File: src/rtl/elastic_buffer_skp_ctrl.sv
// Clock-compensation controller for the receive elastic buffer.
// Tracks fill level and requests one SKP add/delete per SKP ordered set.
module elastic_buffer_skp_ctrl #(
  parameter int                    DATA_WIDTH   = 10,
  parameter int                    BUFFER_DEPTH = 16,
  parameter int                    HIGH_TH      = 10,
  parameter int                    LOW_TH       = 6,
  parameter logic [DATA_WIDTH-1:0] COM_N        = 10'b0011111010,
  parameter logic [DATA_WIDTH-1:0] COM_P        = 10'b1100000101,
  parameter logic [DATA_WIDTH-1:0] SKP_N        = 10'b0011110100,
  parameter logic [DATA_WIDTH-1:0] SKP_P        = 10'b1100001011,
  localparam int                   ADDR         = $clog2(BUFFER_DEPTH)
) (
  input  logic                  read_clk,
  input  logic                  rst,
  input  logic [ADDR:0]         gray_write_pointer,
  input  logic [ADDR:0]         gray_read_pointer,
  input  logic                  empty,
  input  logic [DATA_WIDTH-1:0] data_out,
  output logic                  add_req,
  output logic                  delete_req,
  output logic [ADDR:0]         fill_level,
  output logic                  skp_added,
  output logic                  skp_deleted,
  output logic                  ovf_err
);

  localparam int             AW       = ADDR + 1;
  localparam logic [ADDR:0]  LOW_LVL  = AW'(LOW_TH);
  localparam logic [ADDR:0]  HIGH_LVL = AW'(HIGH_TH);
  localparam logic [ADDR:0]  FULL_LVL = AW'(BUFFER_DEPTH);

  typedef enum logic [1:0] {
    S_IDLE,
    S_COM,
    S_ADJ,
    S_WAIT_END
  } state_t;

  state_t        state_q, state_d;
  logic [ADDR:0] fill_q, fill_d;
  logic          add_q, add_d;
  logic          del_q, del_d;
  logic          ovf_q, ovf_d;

  logic [ADDR:0] wr_bin, rd_bin;
  logic          is_com, is_skp;
  logic          fill_low, fill_high;

  function automatic logic [ADDR:0] gray2bin(input logic [ADDR:0] g);
    logic [ADDR:0] b;
    b[ADDR] = g[ADDR];
    for (int i = ADDR - 1; i >= 0; i--) begin
      b[i] = b[i+1] ^ g[i];
    end
    return b;
  endfunction

  assign wr_bin = gray2bin(gray_write_pointer);
  assign rd_bin = gray2bin(gray_read_pointer);

  // Modular subtraction on ADDR+1 bits covers pointer wrap for free.
  assign fill_d = wr_bin - rd_bin;
  assign ovf_d  = ovf_q | (fill_q == FULL_LVL);

  assign is_com = !empty && ((data_out == COM_N) || (data_out == COM_P));
  assign is_skp = !empty && ((data_out == SKP_N) || (data_out == SKP_P));

  // Decisions use the registered (one cycle old) level; thresholds absorb it.
  assign fill_low  = (fill_q < LOW_LVL);
  assign fill_high = (fill_q > HIGH_LVL);

  always_comb begin
    state_d = state_q;
    add_d   = 1'b0;
    del_d   = 1'b0;
    case (state_q)
      S_IDLE: begin
        if (is_com) state_d = S_COM;
      end
      S_COM: begin
        if (empty) begin
          state_d = S_COM;
        end else if (is_skp) begin
          state_d = S_ADJ;
          add_d   = fill_low;
          del_d   = fill_high && !fill_low;
        end else if (is_com) begin
          state_d = S_COM;
        end else begin
          state_d = S_IDLE;
        end
      end
      S_ADJ: begin
        state_d = S_WAIT_END;
      end
      S_WAIT_END: begin
        if (is_skp || empty) begin
          state_d = S_WAIT_END;
        end else if (is_com) begin
          state_d = S_COM;
        end else begin
          state_d = S_IDLE;
        end
      end
      default: begin
        state_d = S_IDLE;
      end
    endcase
  end

  always_ff @(posedge read_clk) begin
    if (rst) begin
      state_q <= S_IDLE;
      fill_q  <= '0;
      add_q   <= 1'b0;
      del_q   <= 1'b0;
      ovf_q   <= 1'b0;
    end else begin
      state_q <= state_d;
      fill_q  <= fill_d;
      add_q   <= add_d;
      del_q   <= del_d;
      ovf_q   <= ovf_d;
    end
  end

  assign add_req     = add_q;
  assign skp_added   = add_q;
  assign delete_req  = del_q;
  assign skp_deleted = del_q;
  assign fill_level  = fill_q;
  assign ovf_err     = ovf_q;

endmodule

File: config.mk
export PLATFORM = sky130hd
export DESIGN_NAME = elastic_buffer_skp_ctrl
export DESIGN_NICKNAME = d
export VERILOG_FILES = /design/src/rtl/elastic_buffer_skp_ctrl.sv
export SDC_FILE = /design/constraint.sdc
export NUM_CORES = 1
export LEC_CHECK = 0
export CAP_MARGIN = 0
export CORE_MARGIN = 10
export CORE_UTILIZATION = 39
export DETAILED_ROUTE_END_ITERATION = 8
export GPL_TIMING_DRIVEN = 0
export HOLD_SLACK_MARGIN = 0.03
export PLACE_DENSITY_LB_ADDON = 0.25
export SLEW_MARGIN = 20
export SYNTH_ARGS = -nofsm -noshare
export SYNTH_HDL_FRONTEND = slang
export SYNTH_SLANG_ARGS = --single-unit
File: constraint.sdc
create_clock -name read_clk -period 3.7 [get_ports read_clk]
set_clock_uncertainty 0.2 [all_clocks]
set_input_delay 0.74 -clock read_clk [delete_from_list [all_inputs] [get_ports read_clk]]
set_output_delay 0.74 -clock read_clk [all_outputs]
set_load 0.02 [all_outputs]
==> impl_results.md, run 1 <==
* Antenna violations before repair at 0
* Clock transition time at the flip-flop clock pins of the worst setup and hold paths at 0.06 ns
* Fraction of the mapped netlist area in compound gates at between 15 and 20%
* Total wire length after detailed routing at 1470 um
* Post-CTS setup buffer count at 0
* Post-synth EDFFs at 0
* Core outline area at around 1700 sq um
* Number of global-route vias before repair at between 600 and 700
* Syn nets at 98
* Period minus WS final at 3.43 ns
* Most frequent cell after synthesis: sky130_fd_sc_hd__dfxtp_1
* Maximum VDD drop at 0.000161 V
* # IOs at 33
* Ys Warns at 0
* Die width at a little over 60 um
* Total of hold buffers inserted after clock tree synthesis at 0
* Unique masters post-synth at 30
* Average footprint of a synthesized cell at slightly below 10 sq um
* Type of the tightest min-delay check: flip-flop to flip-flop
* Final design utilization at ~62%
* Post-layout nets at 134
* #FFs+latches synth at 10
* Status: complete, no violations
* Insertion delay to the later sink of the worst-skew pair at 0.25 ns
* Critical Path Sink Type: flip-flop
* CTS max path bufs at 2
* Most common flop cell mapped by yosys: sky130_fd_sc_hd__dfxtp_1
* Number of pins with negative max-slew slack in the final report at 0
* Pin slew with the least headroom to its limit at about 0.38 ns
* Fraction of layout cells with a size suffix above 1 at a little over an eighth
* Post-detailed-placement half-perimeter wirelength at around 1400 um
* Port Buf Inserts at 31
* Fraction of synthesized cell area in xor and xnor cells at 17.2%
* Setup violation total in the final timing report at 0
* Fraction of registers with async set/reset at 0%
* Leakage at ~0.40 nW
* Ratio of total power to cell area at 393 nW/um^2
* Crit Path Max Fanout at 3
* TritonRoute pass-1 iters at 4
* CTS Buf Count at 3
* Die outline area at between 3000 and 4000 sq um
* Remaining global-route overflow at 0
* Cts repair resizes at 0
* Mapped Area at 689 sq um
* First-iteration detailed-routing DRC count at 9
* N_diodes at 0
* CTS Root Buffer Type: sky130_fd_sc_hd__clkbuf_4
* Critical path class: primary input to flip-flop
* Maximum clock rate at about 300 MHz
* Residual DRC at 0
* Drt wl/cell at roughly 11 um
* Sequential fraction of the synthesis area at between 20 and 30%
* Final standard cell area without fillers at 1050 sq um
* Top cells by instance count after synthesis: sky130_fd_sc_hd__dfxtp_1, sky130_fd_sc_hd__nor2_1, sky130_fd_sc_hd__nor3_1, sky130_fd_sc_hd__a21oi_1
* Worst setup SP type: primary input
* Aggregate global-route resource usage at between 8 and 9%
* Normalized max-slew margin at between 70% and 80%
* Share of the synthesized area in the top cell type at roughly 29%
* Crit path required time at ~3.6 ns
* Largest net degree at the start of global routing at 10
* Data arrival at the endpoint of the critical path at around 3.4 ns
* Standard-cell rows at 15
* Gpl congestion at ~0.72
* Share of the cycle needed by the critical path after routing at 92.8%
* MaxCap Viol Count at 0
* Multiplexer area fraction after synthesis at 0%
* Area Overhead vs Synth at 52.8%
* Number of standard cells after synthesis at 70
* Post-synthesis simple-gate area fraction at between 20% and 30%
* Total number of vias at ~600
* Initial core utilization at roughly 40%
* Final hold viol count at 0
* H-Tree Level Count at 1
* CTS tree: yes
* Share of synthesized cell area in full adder, half adder and majority cells at 10.2%
* Via-per-instance ratio at approximately 4.8
* Biggest area consumer among synthesized cells: sky130_fd_sc_hd__dfxtp_1
* Vert. Die Dim at approximately 62 um
* Number of routed nets with antenna violations at 0
* Dominant combinational cell family by area after synthesis: simple AND/OR/NAND/NOR gates
* First-pass GRT wire length at ~2400 um
* Area of placed instances at 1030 sq um
* Setup repair after global routing missed its margin: false
* Total Power at 0.000414 W
* Clk sinks at 10
* Top cells by area in the synthesized netlist: sky130_fd_sc_hd__dfxtp_1, sky130_fd_sc_hd__ha_1, sky130_fd_sc_hd__xnor2_1
report_power, final:
group,internal [W],leakage (nW),switching (W)
sequential,0.000128,0.0823,0.0000237
combinational,0.000107,0.301,0.0000879
clock,0.0000372,0.0138,0.0000300
total,0.000272,0.397,0.000142
logic make-up after synthesis:
family	Yosys count
compound gates	13
flops	10
fa+ha+maj	5
buf+inv	6
xor+xnor	11
simple gates	25
stage by stage:
step	std cells	TNS, ns	worst slack (ns)	hold WS [ns]
final	129	0	0.268	0.299
after global routing	129	0	0.0473	0.329
after CTS	129	0	0.225	0.303
after detailed placement	126	-0.0373	-0.0373	0.294
after global placement	126	-0.0217	-0.0217	0.253
after floorplan	70	0	0.671	0.272
placed cells by master (no fill, tap or decap), drive strengths merged, types with 2 or more instances in the layout:
master	count
o21ai	2
a21oi	5
or3b	2
nand3b	2
buf	2
clkdlybuf4s50	31
nor2	7
nor2b	2
ha	4
clkbuf	4
nor3	7
a21o	2
inv	3
xor2	6
xnor2	5
dfxtp	10
flip-flops by register name, summed over array words and instances, names as in the netlist:
name and count:
delete_req 1, fill_level 5, ovf_err 1, state_q 2
add_req 1
critical path, cell delays in order:
cell and delay (ns):
sky130_fd_sc_hd__clkdlybuf4s50_1 0.53, sky130_fd_sc_hd__xor2_2 0.22, sky130_fd_sc_hd__xor2_2 0.19, sky130_fd_sc_hd__xor2_1 0.33, sky130_fd_sc_hd__xnor2_1 0.17, sky130_fd_sc_hd__ha_1 0.19
sky130_fd_sc_hd__inv_1 0.06, sky130_fd_sc_hd__fa_1 0.39, sky130_fd_sc_hd__a21o_1 0.19, sky130_fd_sc_hd__a21oi_1 0.16, sky130_fd_sc_hd__xnor2_1 0.13, sky130_fd_sc_hd__nor2_1 0.05
final cells by class:
class	instances	area, sq um
multi-input cells	54	459
clock buffers	3	22.5
well taps	25	31.3
flip-flops and latches	10	200
fillers	155	654
repair buffers	31	310
inverters	3	11.3
plain buffers	3	18.8
final timing paths:
| path | start | to | slack [ns] | cells past startpoint |
|---|---|---|---|---|
| worst max-delay path | gray_write_pointer[4] | fill_level[4] | 0.27 | 12 |
| worst min-delay path | state_q[1] | state_q[1] | 0.30 | 2 |
| worst max register to register | state_q[0] | add_req | 2.48 | 4 |
| worst min register to register | state_q[1] | state_q[1] | 0.30 | 2 |
metal layers:
| metal | track usage [%] | vias up | wire length, um |
|---|---|---|---|
| met3 | 2.44 | 4 | 177 |
| li1 | - | 315 | - |
| met2 | 14.8 | 35 | 707 |
| met4 | 4.78 | 0 | 34 |
| met1 | 8.14 | 264 | 551 |
| met5 | 0 | - | 0 |
No activity file was read; power rests on OpenSTA's default activity.
==> run 2, diff against run 1 <==
--- a/config.mk
+++ b/config.mk
@@ -9,7 +9,6 @@
 export CORE_MARGIN = 10
 export CORE_UTILIZATION = 39
 export DETAILED_ROUTE_END_ITERATION = 8
-export GPL_TIMING_DRIVEN = 0
 export HOLD_SLACK_MARGIN = 0.03
 export PLACE_DENSITY_LB_ADDON = 0.25
 export SLEW_MARGIN = 20
==> run 2 against run 1 <==
- total power is 9.5% higher
- hold slack worse by 0.025 ns
- clock-buffer cell count is 1 higher
- sequential power hardly changed
- critical path depth did not move
- critical path type unchanged
- critical endpoint unchanged
- highest routed layer unchanged
==> impl_results.md, run 2 (same netlist as run 1, synthesis figures left out) <==
* Critical Path Sink Type: flip-flop
* Leading cell types in the layout, fill and taps excluded: sky130_fd_sc_hd__clkdlybuf4s50_1, sky130_fd_sc_hd__dfxtp_1, sky130_fd_sc_hd__nor2_1
* Port Buf Inserts at 32 (+3.2%)
* Initial core utilization at 40.4% (unchanged)
* Sum Neg Setup Slack at 0 ns (unchanged)
* Aggregate global-route resource usage at 9.20% (+1.0 points)
* Start point of the worst hold path: ovf_err
* Via-per-instance ratio at 4.82 (+0.68%)
* Worst setup SP type: primary input
* Post-layout nets at 134 (unchanged)
* Most common cell after layout, fill and taps aside: sky130_fd_sc_hd__clkdlybuf4s50_1
* Clock transition time at the flip-flop clock pins of the worst setup and hold paths at 0.07 ns (about the same)
* Largest net degree at the start of global routing at 10 (unchanged)
* Period minus WS final at 3.33 ns (-0.102 ns)
* Setup violation total in the final timing report at 0 (unchanged)
* Leakage at 0.405 nW (+2.2%)
* Critical path's slowest cell: sky130_fd_sc_hd__clkdlybuf4s50_1
* Vert. Die Dim at 62.0 um (unchanged)
* Total number of vias at 627 (+1.5%)
* Status: complete, no violations
* Remaining global-route overflow at 0 (unchanged)
* First-iteration detailed-routing DRC count at 4 (-5)
* Crit path cell chain: clkdlybuf4s50_1 -> xnor2_2 -> xor2_1 -> xor2_1 -> xnor2_1 -> ha_1 -> inv_1 -> fa_1 -> a21o_1 -> a21oi_1 -> xnor2_1 -> nor2_1
* CTS Buf Count at 3 (unchanged)
* Fraction of layout cells with a size suffix above 1 at 14.3% (+0.82 points)
* Pin slew with the least headroom to its limit at 0.331 ns (-0.0534 ns)
* Worst r2r src: state_q[0]
* TritonRoute pass-1 iters at 2 (-2)
* Normalized max-slew margin at 77.8% (+3.5 points)
* CTS tree: yes
* Maximum clock rate at 300 MHz (+3.1%)
* N_diodes at 0 (unchanged)
* Critical path class: primary input to flip-flop
* Crit path required time at 3.66 ns (+0.03 ns)
* Largest incremental delay on the critical path at 0.47 ns (-0.06 ns)
* Post-detailed-placement half-perimeter wirelength at 1420 um (+3.1%)
* First-pass GRT wire length at 2550 um (+5.7%)
* Total of hold buffers inserted after clock tree synthesis at 0 (unchanged)
* H-Tree Level Count at 1 (unchanged)
* Post-CTS setup buffer count at 0 (unchanged)
* Number of routed nets with antenna violations at 0 (unchanged)
* Final hold viol count at 0 (unchanged)
* Number of global-route vias before repair at 643 (+3.0%)
* Ratio of total power to cell area at 422 nW/um^2 (+7.4%)
* Type of the tightest min-delay check: flip-flop to flip-flop
* Data arrival at the endpoint of the critical path at 3.28 ns (-0.08 ns)
* Die width at 62.0 um (unchanged)
* First element of the critical path: gray_read_pointer[4]
* Number of inserted filler cells in the final layout at 151 (-2.6%)
* Clk sinks at 10 (unchanged)
* Drt wl/cell at 12.0 um (+5.3%)
* Standard-cell rows at 15 (unchanged)
* Number of pins with negative max-slew slack in the final report at 0 (unchanged)
* MaxCap Viol Count at 0 (unchanged)
* CTS Root Buffer Type: sky130_fd_sc_hd__clkbuf_4
* Core outline area at 1710 sq um (unchanged)
* Max FFs per register at 5 (unchanged)
* Gpl congestion at 0.721 (+0.80%)
* Cts repair resizes at 0 (unchanged)
* Antenna violations before repair at 0 (unchanged)
* Residual DRC at 0 (unchanged)
* Setup repair after global routing missed its margin: false
* Share of the cycle needed by the critical path after routing at 90.0% (-2.8 points)
* # IOs at 33 (unchanged)
* Total wire length after detailed routing at 1560 um (+6.1%)
* Area Overhead vs Synth at 55.7%
* Maximum VDD drop at 0.000195 V (+21%)
* CTS max path bufs at 2 (unchanged)
* Crit Path Max Fanout at 2 (-1)
* Die outline area at 3850 sq um (unchanged)
* Insertion delay to the later sink of the worst-skew pair at 0.27 ns (+0.02 ns)
* Total Power at 0.000453 W (+9.5%)
-- run 2: cell count changes in the layout (fill, tap and decap cells not counted) --
| cell | delta |
|---|---|
| sky130_fd_sc_hd__clkbuf_1 | -1 |
| sky130_fd_sc_hd__clkbuf_8 | +1 |
| sky130_fd_sc_hd__clkdlybuf4s50_1 | +1 |
-- run 2: path summary, 6_finish.rpt --
| check | end | slack, ns | cells past startpoint |
|---|---|---|---|
| max reg2reg | add_req | 2.49 | 4 |
| min reg2reg | ovf_err | 0.27 | 2 |
| min | ovf_err | 0.27 | 2 |
| max | fill_level[4] | 0.37 | 12 |
-- run 2: metal layers --
layer	GRT usage (%)	wire length, um	up-vias
met5	0	0	-
met4	10.5	70	0
met3	2.24	147	5
met2	16.5	760	28
met1	7.57	581	281
li1	-	-	313
-- run 2: final cells by class --
| type | count | area, sq um | share of cell area [%] |
|---|---|---|---|
| clock buffers | 4 | 36.3 | 3.38 |
| repair buffers | 34 | 335 | 31.2 |
| well taps | 25 | 31.3 | 2.91 |
| inverters | 3 | 11.3 | 1.05 |
| multi-input cells | 54 | 459 | 42.8 |
| flip-flops and latches | 10 | 200 | 18.6 |
-- run 2: where the power goes --
part           internal (W)  switching, W
Sequential         0.000128     0.0000241
Combinational      0.000112     0.0000895
Clock             0.0000599     0.0000393
-- run 2: critical path: cells and delay by family --
kind / cells / cell delay (ns)
xor+xnor: 5 / 1.01
simple gates: 1 / 0.06
compound gates: 2 / 0.35
buf+inv: 2 / 0.52
fa+ha+maj: 2 / 0.58
-- run 2: per-stage QoR --
step                setup slack [ns]  area [sq um]  hold slack, ns  cells  utilization, %
floorplan                      0.671           689           0.272     70               -
global placement               0.166          1040           0.256    126            60.7
detailed placement            0.0354          1040           0.266    126            60.7
CTS                            0.336          1070           0.282    130            62.9
global route                   0.176          1070           0.300    130            62.9
finish                         0.371          1070           0.273    130            62.9
